--- src/rtl/mips_ctrl_pkg.sv ---
// Shared encodings for the multicycle MIPS control FSM:
// state codes, opcode/funct values, ALU ops and mux selects.
package mips_ctrl_pkg;

  typedef enum logic [7:0] {
    ST_RESET      = 8'd0,
    ST_FETCH      = 8'd1,
    ST_FETCH_WAIT = 8'd2,
    ST_DECODE     = 8'd3,
    ST_MEM_ADDR   = 8'd4,
    ST_MEM_READ   = 8'd5,
    ST_MEM_WAIT   = 8'd6,
    ST_LW_WB      = 8'd7,
    ST_MEM_WRITE  = 8'd8,
    ST_R_EXEC     = 8'd9,
    ST_R_WB       = 8'd10,
    ST_BRANCH     = 8'd11,
    ST_JUMP       = 8'd12,
    ST_ADDI_EXEC  = 8'd13,
    ST_I_WB       = 8'd14,
    ST_JR         = 8'd15,
    ST_HALT       = 8'd16,
    ST_EXC_EPC    = 8'd17,
    ST_EXC_JUMP   = 8'd18
  } state_t;

  localparam logic [5:0] OP_R    = 6'h00;
  localparam logic [5:0] OP_J    = 6'h02;
  localparam logic [5:0] OP_BEQ  = 6'h04;
  localparam logic [5:0] OP_BNE  = 6'h05;
  localparam logic [5:0] OP_ADDI = 6'h08;
  localparam logic [5:0] OP_LW   = 6'h23;
  localparam logic [5:0] OP_SW   = 6'h2B;

  localparam logic [5:0] FN_JR    = 6'h08;
  localparam logic [5:0] FN_BREAK = 6'h0D;
  localparam logic [5:0] FN_ADD   = 6'h20;
  localparam logic [5:0] FN_SUB   = 6'h22;
  localparam logic [5:0] FN_AND   = 6'h24;
  localparam logic [5:0] FN_XOR   = 6'h26;

  localparam logic [2:0] ALU_PASS = 3'b000;
  localparam logic [2:0] ALU_ADD  = 3'b001;
  localparam logic [2:0] ALU_SUB  = 3'b010;
  localparam logic [2:0] ALU_AND  = 3'b011;
  localparam logic [2:0] ALU_XOR  = 3'b100;

  localparam logic [1:0] SRCB_B    = 2'b00;
  localparam logic [1:0] SRCB_4    = 2'b01;
  localparam logic [1:0] SRCB_IMM  = 2'b10;
  localparam logic [1:0] SRCB_IMM4 = 2'b11;

  localparam logic [1:0] PCSRC_ALU = 2'b00;
  localparam logic [1:0] PCSRC_OUT = 2'b01;
  localparam logic [1:0] PCSRC_JMP = 2'b10;
  localparam logic [1:0] PCSRC_EXC = 2'b11;

  function automatic logic is_arith(logic [5:0] fn);
    return (fn == FN_ADD) || (fn == FN_SUB);
  endfunction

endpackage

--- src/rtl/mips_control_unit.sv ---
// Multicycle MIPS main control FSM (Moore, branch PC_load aside).
// Define CTRL_EXCEPTION_EN for EPC/vector exception handling.
module mips_control_unit
  import mips_ctrl_pkg::*;
(
  input  logic       Clk,
  input  logic       reset,
  input  logic [5:0] Opcode,
  input  logic [5:0] Funct,
  input  logic       Zero,
  input  logic       Overflow,
  output logic       PC_load,
  output logic       IorD,
  output logic       wr,
  output logic       IRWrite,
  output logic       MDR_load,
  output logic       AB_load,
  output logic       AluOut_load,
  output logic       RegWrite,
  output logic       RegDst,
  output logic       MemtoReg,
  output logic       ALUSrcA,
  output logic [1:0] ALUSrcB,
  output logic [2:0] ALUCtrl,
  output logic [1:0] PCSource,
  output logic       EPC_load,
  output logic [7:0] Estado
);

`ifdef CTRL_EXCEPTION_EN
  localparam state_t UNK_NEXT = ST_EXC_EPC;
`else
  localparam state_t UNK_NEXT = ST_FETCH;
`endif

  state_t state, next;

  always_ff @(posedge Clk or posedge reset) begin
    if (reset) state <= ST_RESET;
    else       state <= next;
  end

  assign Estado = state;

  always_comb begin
    next        = state;
    PC_load     = 1'b0;
    IorD        = 1'b0;
    wr          = 1'b0;
    IRWrite     = 1'b0;
    MDR_load    = 1'b0;
    AB_load     = 1'b0;
    AluOut_load = 1'b0;
    RegWrite    = 1'b0;
    RegDst      = 1'b0;
    MemtoReg    = 1'b0;
    ALUSrcA     = 1'b0;
    ALUSrcB     = SRCB_B;
    ALUCtrl     = ALU_PASS;
    PCSource    = PCSRC_ALU;
    EPC_load    = 1'b0;
    unique case (state)
      ST_RESET: next = ST_FETCH;
      ST_FETCH: next = ST_FETCH_WAIT;
      ST_FETCH_WAIT: begin
        IRWrite = 1'b1;
        ALUSrcB = SRCB_4;
        ALUCtrl = ALU_ADD;
        PC_load = 1'b1;
        next    = ST_DECODE;
      end
      ST_DECODE: begin
        AB_load     = 1'b1;
        ALUSrcB     = SRCB_IMM4;
        ALUCtrl     = ALU_ADD;
        AluOut_load = 1'b1;
        unique case (Opcode)
          OP_R: begin
            unique case (Funct)
              FN_ADD, FN_SUB,
              FN_AND, FN_XOR: next = ST_R_EXEC;
              FN_JR:          next = ST_JR;
              FN_BREAK:       next = ST_HALT;
              default:        next = UNK_NEXT;
            endcase
          end
          OP_LW, OP_SW:    next = ST_MEM_ADDR;
          OP_BEQ, OP_BNE:  next = ST_BRANCH;
          OP_J:            next = ST_JUMP;
          OP_ADDI:         next = ST_ADDI_EXEC;
          default:         next = UNK_NEXT;
        endcase
      end
      ST_MEM_ADDR: begin
        ALUSrcA     = 1'b1;
        ALUSrcB     = SRCB_IMM;
        ALUCtrl     = ALU_ADD;
        AluOut_load = 1'b1;
        next = (Opcode == OP_LW) ? ST_MEM_READ
                                 : ST_MEM_WRITE;
      end
      ST_MEM_READ: begin
        IorD = 1'b1;
        next = ST_MEM_WAIT;
      end
      ST_MEM_WAIT: begin
        MDR_load = 1'b1;
        next     = ST_LW_WB;
      end
      ST_LW_WB: begin
        MemtoReg = 1'b1;
        RegWrite = 1'b1;
        next     = ST_FETCH;
      end
      ST_MEM_WRITE: begin
        IorD = 1'b1;
        wr   = 1'b1;
        next = ST_FETCH;
      end
      ST_R_EXEC: begin
        ALUSrcA     = 1'b1;
        AluOut_load = 1'b1;
        unique case (Funct)
          FN_SUB:  ALUCtrl = ALU_SUB;
          FN_AND:  ALUCtrl = ALU_AND;
          FN_XOR:  ALUCtrl = ALU_XOR;
          default: ALUCtrl = ALU_ADD;
        endcase
        next = ST_R_WB;
`ifdef CTRL_EXCEPTION_EN
        if (Overflow && is_arith(Funct))
          next = ST_EXC_EPC;
`endif
      end
      ST_R_WB: begin
        RegDst   = 1'b1;
        RegWrite = 1'b1;
        next     = ST_FETCH;
      end
      ST_BRANCH: begin
        ALUSrcA  = 1'b1;
        ALUCtrl  = ALU_SUB;
        PCSource = PCSRC_OUT;
        PC_load  = (Opcode == OP_BNE) ? !Zero : Zero;
        next     = ST_FETCH;
      end
      ST_JUMP: begin
        PCSource = PCSRC_JMP;
        PC_load  = 1'b1;
        next     = ST_FETCH;
      end
      ST_ADDI_EXEC: begin
        ALUSrcA     = 1'b1;
        ALUSrcB     = SRCB_IMM;
        ALUCtrl     = ALU_ADD;
        AluOut_load = 1'b1;
        next        = ST_I_WB;
`ifdef CTRL_EXCEPTION_EN
        if (Overflow) next = ST_EXC_EPC;
`endif
      end
      ST_I_WB: begin
        RegWrite = 1'b1;
        next     = ST_FETCH;
      end
      ST_JR: begin
        ALUSrcA = 1'b1;
        PC_load = 1'b1;
        next    = ST_FETCH;
      end
      ST_HALT: next = ST_HALT;
`ifdef CTRL_EXCEPTION_EN
      // EPC holds the faulting instruction: PC was already advanced by 4
      ST_EXC_EPC: begin
        ALUSrcB  = SRCB_4;
        ALUCtrl  = ALU_SUB;
        EPC_load = 1'b1;
        next     = ST_EXC_JUMP;
      end
      ST_EXC_JUMP: begin
        PCSource = PCSRC_EXC;
        PC_load  = 1'b1;
        next     = ST_FETCH;
      end
`endif
      default: next = ST_FETCH;
    endcase
  end

endmodule
--- config.mk ---
export PLATFORM = sky130hd
export DESIGN_NAME = mips_control_unit
export DESIGN_NICKNAME = d
export VERILOG_FILES = /design/src/rtl/mips_ctrl_pkg.sv /design/src/rtl/mips_control_unit.sv
export SDC_FILE = /design/constraint.sdc
export NUM_CORES = 1
export LEC_CHECK = 0
export ABC_AREA = 1
export CORE_MARGIN = 2
export CORE_UTILIZATION = 37
export CTS_CLUSTER_DIAMETER = 150
export DETAILED_ROUTE_END_ITERATION = 8
export PLACE_DENSITY = 0.85
export SYNTH_ARGS = -nofsm -noshare
export SYNTH_HDL_FRONTEND = slang
export SYNTH_SLANG_ARGS = --single-unit
--- constraint.sdc ---
create_clock -name Clk -period 1.7 [get_ports Clk]
set_input_delay 0.425 -clock Clk [delete_from_list [all_inputs] [get_ports Clk]]
set_output_delay 0.425 -clock Clk [all_outputs]
set_load 0.005 [all_outputs]
==> results of run 1 <==
-- kinds of logic after synthesis --
family                 share of synthesized area [%]
XOR/XNOR                                        1.18
other                                          0.504
AO/OA/AOI/OAI                                   7.56
AND/OR/NAND/NOR                                 56.8
buffers and inverters                           17.1
flip-flops                                      16.8
-- metrics by stage --
stage | instances | setup slack (ns) | hold slack [ns] | area (um^2)
after floorplan | 141 | 0.236 | 0.204 | 756
after global placement | 236 | -0.718 | 0.627 | 1390
after detailed placement | 236 | -0.757 | 0.644 | 1390
after CTS | 276 | -0.229 | 0.387 | 1770
-- cell usage after synthesis --
library cell	n	share of area, %
nand4_1	6	5.0
nand2_1	32	16
o21ai_1	1	0.67
a22oi_1	1	1.0
o22ai_1	2	1.7
nor2_2	2	1.7
nand2_2	1	0.84
inv_1	17	8.6
nor2_8	1	2.7
nor3_1	4	2.7
dfrtp_1	5	17
nand3_1	13	8.7
nand3_2	1	1.3
conb_1	1	0.50
xor2_1	1	1.2
nand3b_1	1	1.0
buf_4	5	5.0
inv_2	7	3.5
nor2_1	30	15
a31oi_1	1	0.84
o21ai_0	5	3.4
nor2_4	1	1.5
-- what timing repair did --
item,in CTS
resized for setup,138
pin swaps,24
setup endpoints to repair,21
setup buffers,36
hold endpoints to repair,0
==> metrics, run 1 <==
status=stopped before the end; Fail Step=global routing; error msg=[ERROR DPL-0038] Utilization greater than 100%, impossible to legalize; Worst endpoint, post-GRT repair=PC_load; die width=48.9 um; io pins=43; Initial Util=38.7%; Syn Inst Count=138; CTS H-tree depth=1; hpwl dp=2.21 mm; synth unique cells=22; Num CTS Buffers=3; Chip Height=48.9 um; #FFs+latches synth=5; kind of the worst endpoint=output port; IO Port Bufs=37; Yosys warning count=0; gp weighted congestion=0.873; Clock Tree Buf Depth=2; Clock Sinks=5; post-synthesis sequential area ratio=16.8%; Synth Cell Area=744 um^2; Mapped Avg Cell Area=5.39 um^2; pin count of the biggest net entering global routing=6; Site Rows=16; CTS Hold Buffers Added=0; root buf cell=clkbuf_4
==> run 2: changes to the inputs <==
Settings changed: CORE_AREA set to 2 2 63 65, CORE_MARGIN 2 to not set, CORE_UTILIZATION 37 to not set, CTS_CLUSTER_DIAMETER 150 to not set, DIE_AREA set to 0 0 65 67, PLACE_DENSITY 0.85 to not set, PLACE_DENSITY_LB_ADDON set to 0.15.
==> metrics, run 2 <==
status=finished with violations; violated checks=negative setup slack; max-slew violations=0; IO Port Bufs=37 (unchanged); initial DRC count=40; Tcrit/Tclk final=109%; Synth top area share=16.8% (unchanged); Inserted Diodes=0; unrepaired setup endpoints after global routing=yes; Final Hold Vio Count=0; core box area=3610 um^2; gp weighted congestion=0.724 (-17%); crit-path max FO=4; Initial Util=20.6% (-18 points); CTS H-tree depth=1 (unchanged); ANT nets after route=0; die area=4360 um^2; CTS clk-pin slew, worst paths=0.04 ns; Chip Height=67 um (+37%); pwr dens=1090 nW/um^2; commonest non-fill, non-tap cells in the layout=buf_4, nand2_1, nor2_1, dlygate4sd2_1, inv_1; top cells by area, synth=dfrtp_1, nand2_1, nor2_1; Num CTS Buffers=3 (unchanged); Synth top cells by count=nand2_1, nor2_1, inv_1, nand3_1, inv_2; Final Skew=0.00176 ns; EDFF count, synth=0 (unchanged); Synth Cell Area=744 um^2 (unchanged); GRT Resource Usage Total=14.0%; total grt overflow=0; post-synthesis sequential area ratio=16.8% (unchanged); Hold Crit Class=in2async; Clock Sinks=5 (unchanged); Placed Instances=260 (+10%); Clock Tree Buf Depth=2 (unchanged); Synth async-reset ratio=100% (unchanged); # fillers=373; Setup Viol. Count Final=17; Fmax=0.539 GHz; Mapped Avg Cell Area=5.39 um^2 (unchanged); Crit path top cell by count=inv_2; maxcap violations=0; CP max stage cell=dfrtp_1; leakage dissipation=1.00 nW; post-route minimum period=1.86 ns; io pins=43 (unchanged); CP Buf/Inv Count=5; hpwl dp=2.21 mm (about the same); DR WL/cell=10.5 um; drt via density=4.19; CP required=1.27 ns; vias=1235; CTS tree=yes; Hold WS=0.409 ns; total wire length=3.11 mm; Site Rows=22 (+6); most common cell after layout, fill and taps aside=buf_4; Worst Slack Setup Final=-0.157 ns; share of cells above drive strength 1=52.2%; synth unique cells=22 (unchanged); CP peak stage delay=0.38 ns; #FFs+latches synth=5 (unchanged); worst path arrival time=1.43 ns; root buf cell=clkbuf_8; fin area=1810 um^2; largest area contributor in the netlist=dfrtp_1; DR pass1 iterations=4; Total Power=1.97 mW; Syn Inst Count=138 (unchanged); DRC viols=0; max reg flops=5; Crit path max-delay family=buffers and inverters; Finished Layout Cells=295; nets@finish=264; initial antenna violation count=0; WS Path Type=reg2out; Startpoint Class=flop; Cell Chain, Critical Path=inv_2 -> buf_6 -> nand4_1 -> o21ai_2 -> inv_2 -> buf_4 -> nand3_2 -> buf_2; Area Growth Syn to Fin=143%; vias in the first global route=1156; Area after DPL=1440 um^2 (+3.5%); most frequent cell after synthesis=nand2_1; Yosys warning count=0 (unchanged); first-pass GRT wire length=4.80 mm; die width=65 um (+33%); worst skew pair latency=0.22 ns; Setup TNS=-1.69 ns; top_reg_cell synth=dfrtp_1; crit path capture type=primary output; pin count of the biggest net entering global routing=9; peak supply drop=295 uV
[run 2: cell counts after synthesis]
No cell type changed its count.
[run 2: path summary, 6_finish.rpt]
| check | from | slack (ns) | endpoint | cells past startpoint |
|---|---|---|---|---|
| max | Estado[4] | -0.16 | ALUCtrl[0] | 8 |
| min reg2reg | Estado[4] | 0.72 | Estado[4] | 3 |
| max reg2reg | Estado[2] | 0.11 | Estado[3] | 9 |
| min in group Clk | Estado[4] | 0.72 | Estado[4] | 3 |
| max in group asynchronous | reset | 1.10 | Estado[1] | 2 |
| min | reset | 0.41 | Estado[0] | 2 |
[run 2: report_power, final]
part           total [mW]  internal [mW]  leakage, nW  switching (mW)
Clock               0.223          0.161       0.0228          0.0617
Combinational        1.52          0.881        0.918           0.643
Sequential          0.226          0.158       0.0594          0.0677
Total                1.97           1.20         1.00           0.772
[run 2: stage by stage]
step | util, % | setup WS [ns]
after floorplan | - | 0.236
after global placement | 40.0 | -0.716
after detailed placement | 40.0 | -0.796
after CTS | 47.7 | -0.161
after global routing | 50.2 | -0.227
final | 50.2 | -0.157
[run 2: logic make-up after synthesis]
group | synth area share, %
other | 0.504
XOR/XNOR | 1.18
AND/OR/NAND/NOR | 56.8
flip-flops | 16.8
AO/OA/AOI/OAI | 7.56
buffers and inverters | 17.1
[run 2: layer usage]
metal  up-vias  wire length [um]  share of wire, %  GRT usage [%]
met5         -                 0                 0              0
met4         0                36               1.2           3.99
met3         4               112               3.6           1.18
met2        32              1660                54           28.6
met1       550              1290                42           15.1
li1        649                 -                 -              -
[run 2: what timing repair did]
item,in CTS,in global routing
gates resized for setup,116,13
endpoints found under the setup margin,20,20
hold buffers,0,0
buffers inserted,23,8
pin swaps,23,3
[run 2: area by class of cell]
type,count,area (um^2),share of cell area [%]
Tap cell,48,60.1,3.32
Inverter,24,95.1,5.26
Sequential cell,5,130,7.19
Clock buffer,4,45.0,2.49
Multi-Input combinational cell,107,618,34.2
Timing Repair Buffer,107,861,47.6
[run 2: worst reg2reg max path, delay by kind of cell, from the launching register on]
| kind | cells | cell delay, ns |
|---|---|---|
| AND/OR/NAND/NOR | 5 | 0.53 |
| flip-flops | 1 | 0.44 |
| buffers and inverters | 4 | 0.54 |
Note: power is estimated with default switching activity, not from simulation.
==> run 3: changes to the inputs <==
Settings changed: ABC_AREA 1 to not set, CTS_BUF_LIST set to sky130_fd_sc_hd__clkbuf_4, HOLD_SLACK_MARGIN set to 0.15.
==> metrics, run 3 <==
status=finished with violations; violated checks=negative setup slack; vias=1298 (+5.1%); Hold WS=0.374 ns (-0.0352 ns); Clock Tree Buf Depth=2 (unchanged); most common cell after layout, fill and taps aside=buf_4; Startpoint Class=flop; first-pass GRT wire length=5.81 mm (+21%); unrepaired setup endpoints after global routing=yes; IO Port Bufs=37 (unchanged); Yosys warning count=0 (unchanged); EDFF count, synth=0 (unchanged); Final Skew=0.00248 ns (+0.000725 ns); nets@finish=237 (-10%); Mapped Avg Cell Area=6.93 um^2 (+28%); CP required=1.27 ns (about the same); core box area=3610 um^2 (unchanged); maxcap violations=0 (unchanged); pin count of the biggest net entering global routing=10 (+1); worst path arrival time=1.50 ns (+0.07 ns); Area Growth Syn to Fin=140%; post-synthesis sequential area ratio=14.9% (-1.9 points); share of cells above drive strength 1=66.8% (+15 points); commonest non-fill, non-tap cells in the layout=buf_4, buf_6, buf_2, nand2_1; CP max stage cell=dfrtp_2; Setup Viol. Count Final=15 (-2); Syn Inst Count=121 (-12%); peak supply drop=337 uV (+14%); max reg flops=5 (unchanged); Crit path max-delay family=flip-flops; pwr dens=956 nW/um^2 (-12%); crit path capture type=primary output; metal3 WL=133 um (+19%); WL met1=1.38 mm (+6.3%); initial antenna violation count=0 (unchanged); CTS H-tree depth=1 (unchanged); Fmax=0.520 GHz (-3.5%); Synth async-reset ratio=100% (unchanged); hpwl dp=2.51 mm (+13%); Final Hold Vio Count=0 (unchanged); WS Path Type=reg2out; Num CTS Buffers=3 (unchanged); Tcrit/Tclk final=113% (+3.9 points); largest area contributor in the netlist=dfrtp_1; crit-path max FO=2 (-2); synth unique cells=44 (+100%); metal2 WL=2.01 mm (+21%); total wire length=3.57 mm (+15%); Cell Chain, Critical Path=buf_6 -> or2_4 -> o22a_1 -> o22ai_1 -> buf_2; Site Rows=22 (unchanged); Synth top cells by count=nand2_1, nor2_1, a21oi_1, nor3_1; Inserted Diodes=0 (unchanged); gp weighted congestion=0.854 (+18%); Worst Slack Setup Final=-0.223 ns (-0.0669 ns); DR WL/cell=13.3 um (+26%); leakage dissipation=0.893 nW (-11%); Clock Sinks=5 (unchanged); DR pass1 iterations=4 (unchanged); Area after DPL=1520 um^2 (+5.7%); CP Buf/Inv Count=2 (-3); CTS clk-pin slew, worst paths=0.04 ns (about the same); CTS tree=yes; vias in the first global route=1307 (+13%); initial DRC count=66 (+65%); io pins=43 (unchanged); max-slew violations=0 (unchanged); top_reg_cell synth=dfrtp_1; most frequent cell after synthesis=nand2_1; worst skew pair latency=0.25 ns (+0.03 ns); GRT Resource Usage Total=16.9% (+2.9 points); fin area=2010 um^2 (+11%); total grt overflow=0 (unchanged); die area=4360 um^2 (unchanged); drt via density=4.84 (+16%); post-route minimum period=1.92 ns (+0.0669 ns); #FFs+latches synth=5 (unchanged); Hold Crit Class=in2async; # fillers=348 (-6.7%); DRC viols=0 (unchanged); ANT nets after route=0 (unchanged); die width=65 um (unchanged); highest routing layer actually used=met4; Chip Height=67 um (unchanged); Synth Cell Area=838 um^2 (+13%); root buf cell=clkbuf_4; Synth top area share=14.9% (-1.9 points); top cells by area, synth=dfrtp_1, nand2_1, nor2_1; CP peak stage delay=0.42 ns (+0.04 ns); Initial Util=23.2% (+2.6 points)
-- run 3: cell types whose count changed in the layout (fill, tap and decap cells not counted), moves of 5 or more --
| cell | change |
|---|---|
| inv_2 | -9 |
| buf_6 | +12 |
| buf_4 | -19 |
| nand3_1 | -9 |
| dlygate4sd2_1 | -10 |
| nor2_1 | -17 |
| nand4_1 | -5 |
| inv_1 | -8 |
| nand2_1 | -20 |
| buf_2 | +9 |
-- run 3: worst register-to-register path: cells and delay by family (launching register included) --
family,cells,cell delay [ns]
and+or+nand+nor,3,0.62
buffers and inverters,3,0.41
DFF,1,0.38
AOI/OAI and AO/OA,1,0.13
-- run 3: layout make-up --
type | count | area (um^2) | area share, %
Timing Repair Buffer | 105 | 886 | 44.1
Sequential cell | 5 | 130 | 6.48
Multi-Input combinational cell | 100 | 878 | 43.7
Clock buffer | 4 | 30.0 | 1.49
Inverter | 6 | 25.0 | 1.25
Tap cell | 48 | 60.1 | 2.99
-- run 3: worst paths after layout --
path,startpoint,cells past startpoint,to,slack [ns]
setup / recovery,Estado[2],5,PC_load,-0.22
hold / removal,reset,2,Estado[1],0.37
setup reg to reg,Estado[1],7,Estado[4],0.08
hold reg to reg,Estado[4],3,Estado[4],0.81
max in group asynchronous,reset,2,Estado[0],1.14
min in group Clk,Funct[0],5,Estado[4],0.68
-- run 3: logic make-up (layout without fill, tap and decap cells) --
group           after synthesis  count (layout)  share of synthesized area, %
compound gates               31              31                          26.3
xor+xnor                      3               3                          3.13
buf+inv                      19             115                          12.1
flops                         5               5                          14.9
mux                           2               2                          2.98
other cells                   1               4                         0.447
simple gates                 60              60                          40.2
-- run 3: per-layer routing --
layer  track usage (%)  vias up
li1                  -      642
met2              34.1       36
met5                 0        -
met1              18.2      615
met3              1.35        5
met4              5.85        0
-- run 3: metrics by stage --
step	setup TNS [ns]	total power, mW	utilization [%]	cells	setup slack [ns]
after detailed placement	-10.07	1.18	42.3	239	-0.874
after floorplan	0	0.603	-	124	0.0157
after global placement	-9.84	1.18	42.3	239	-0.851
final	-1.90	1.92	55.7	268	-0.223
after CTS	-1.87	1.82	52.0	264	-0.223
after global routing	-2.91	2.06	55.7	268	-0.287
-- run 3: power by group --
part           internal [mW]  switching [mW]  leakage, nW  total [mW]
logic                  0.903           0.677        0.815        1.58
clock network          0.105          0.0521       0.0184       0.157
registers              0.153          0.0313       0.0601       0.185
-- run 3: timing repair --
item	CTS	global route
pin swaps	24	17
endpoints found under the hold margin	0	0
resized for setup	167	28
hold buffers	0	0
endpoints found under the setup margin	28	23
setup buffers	22	6
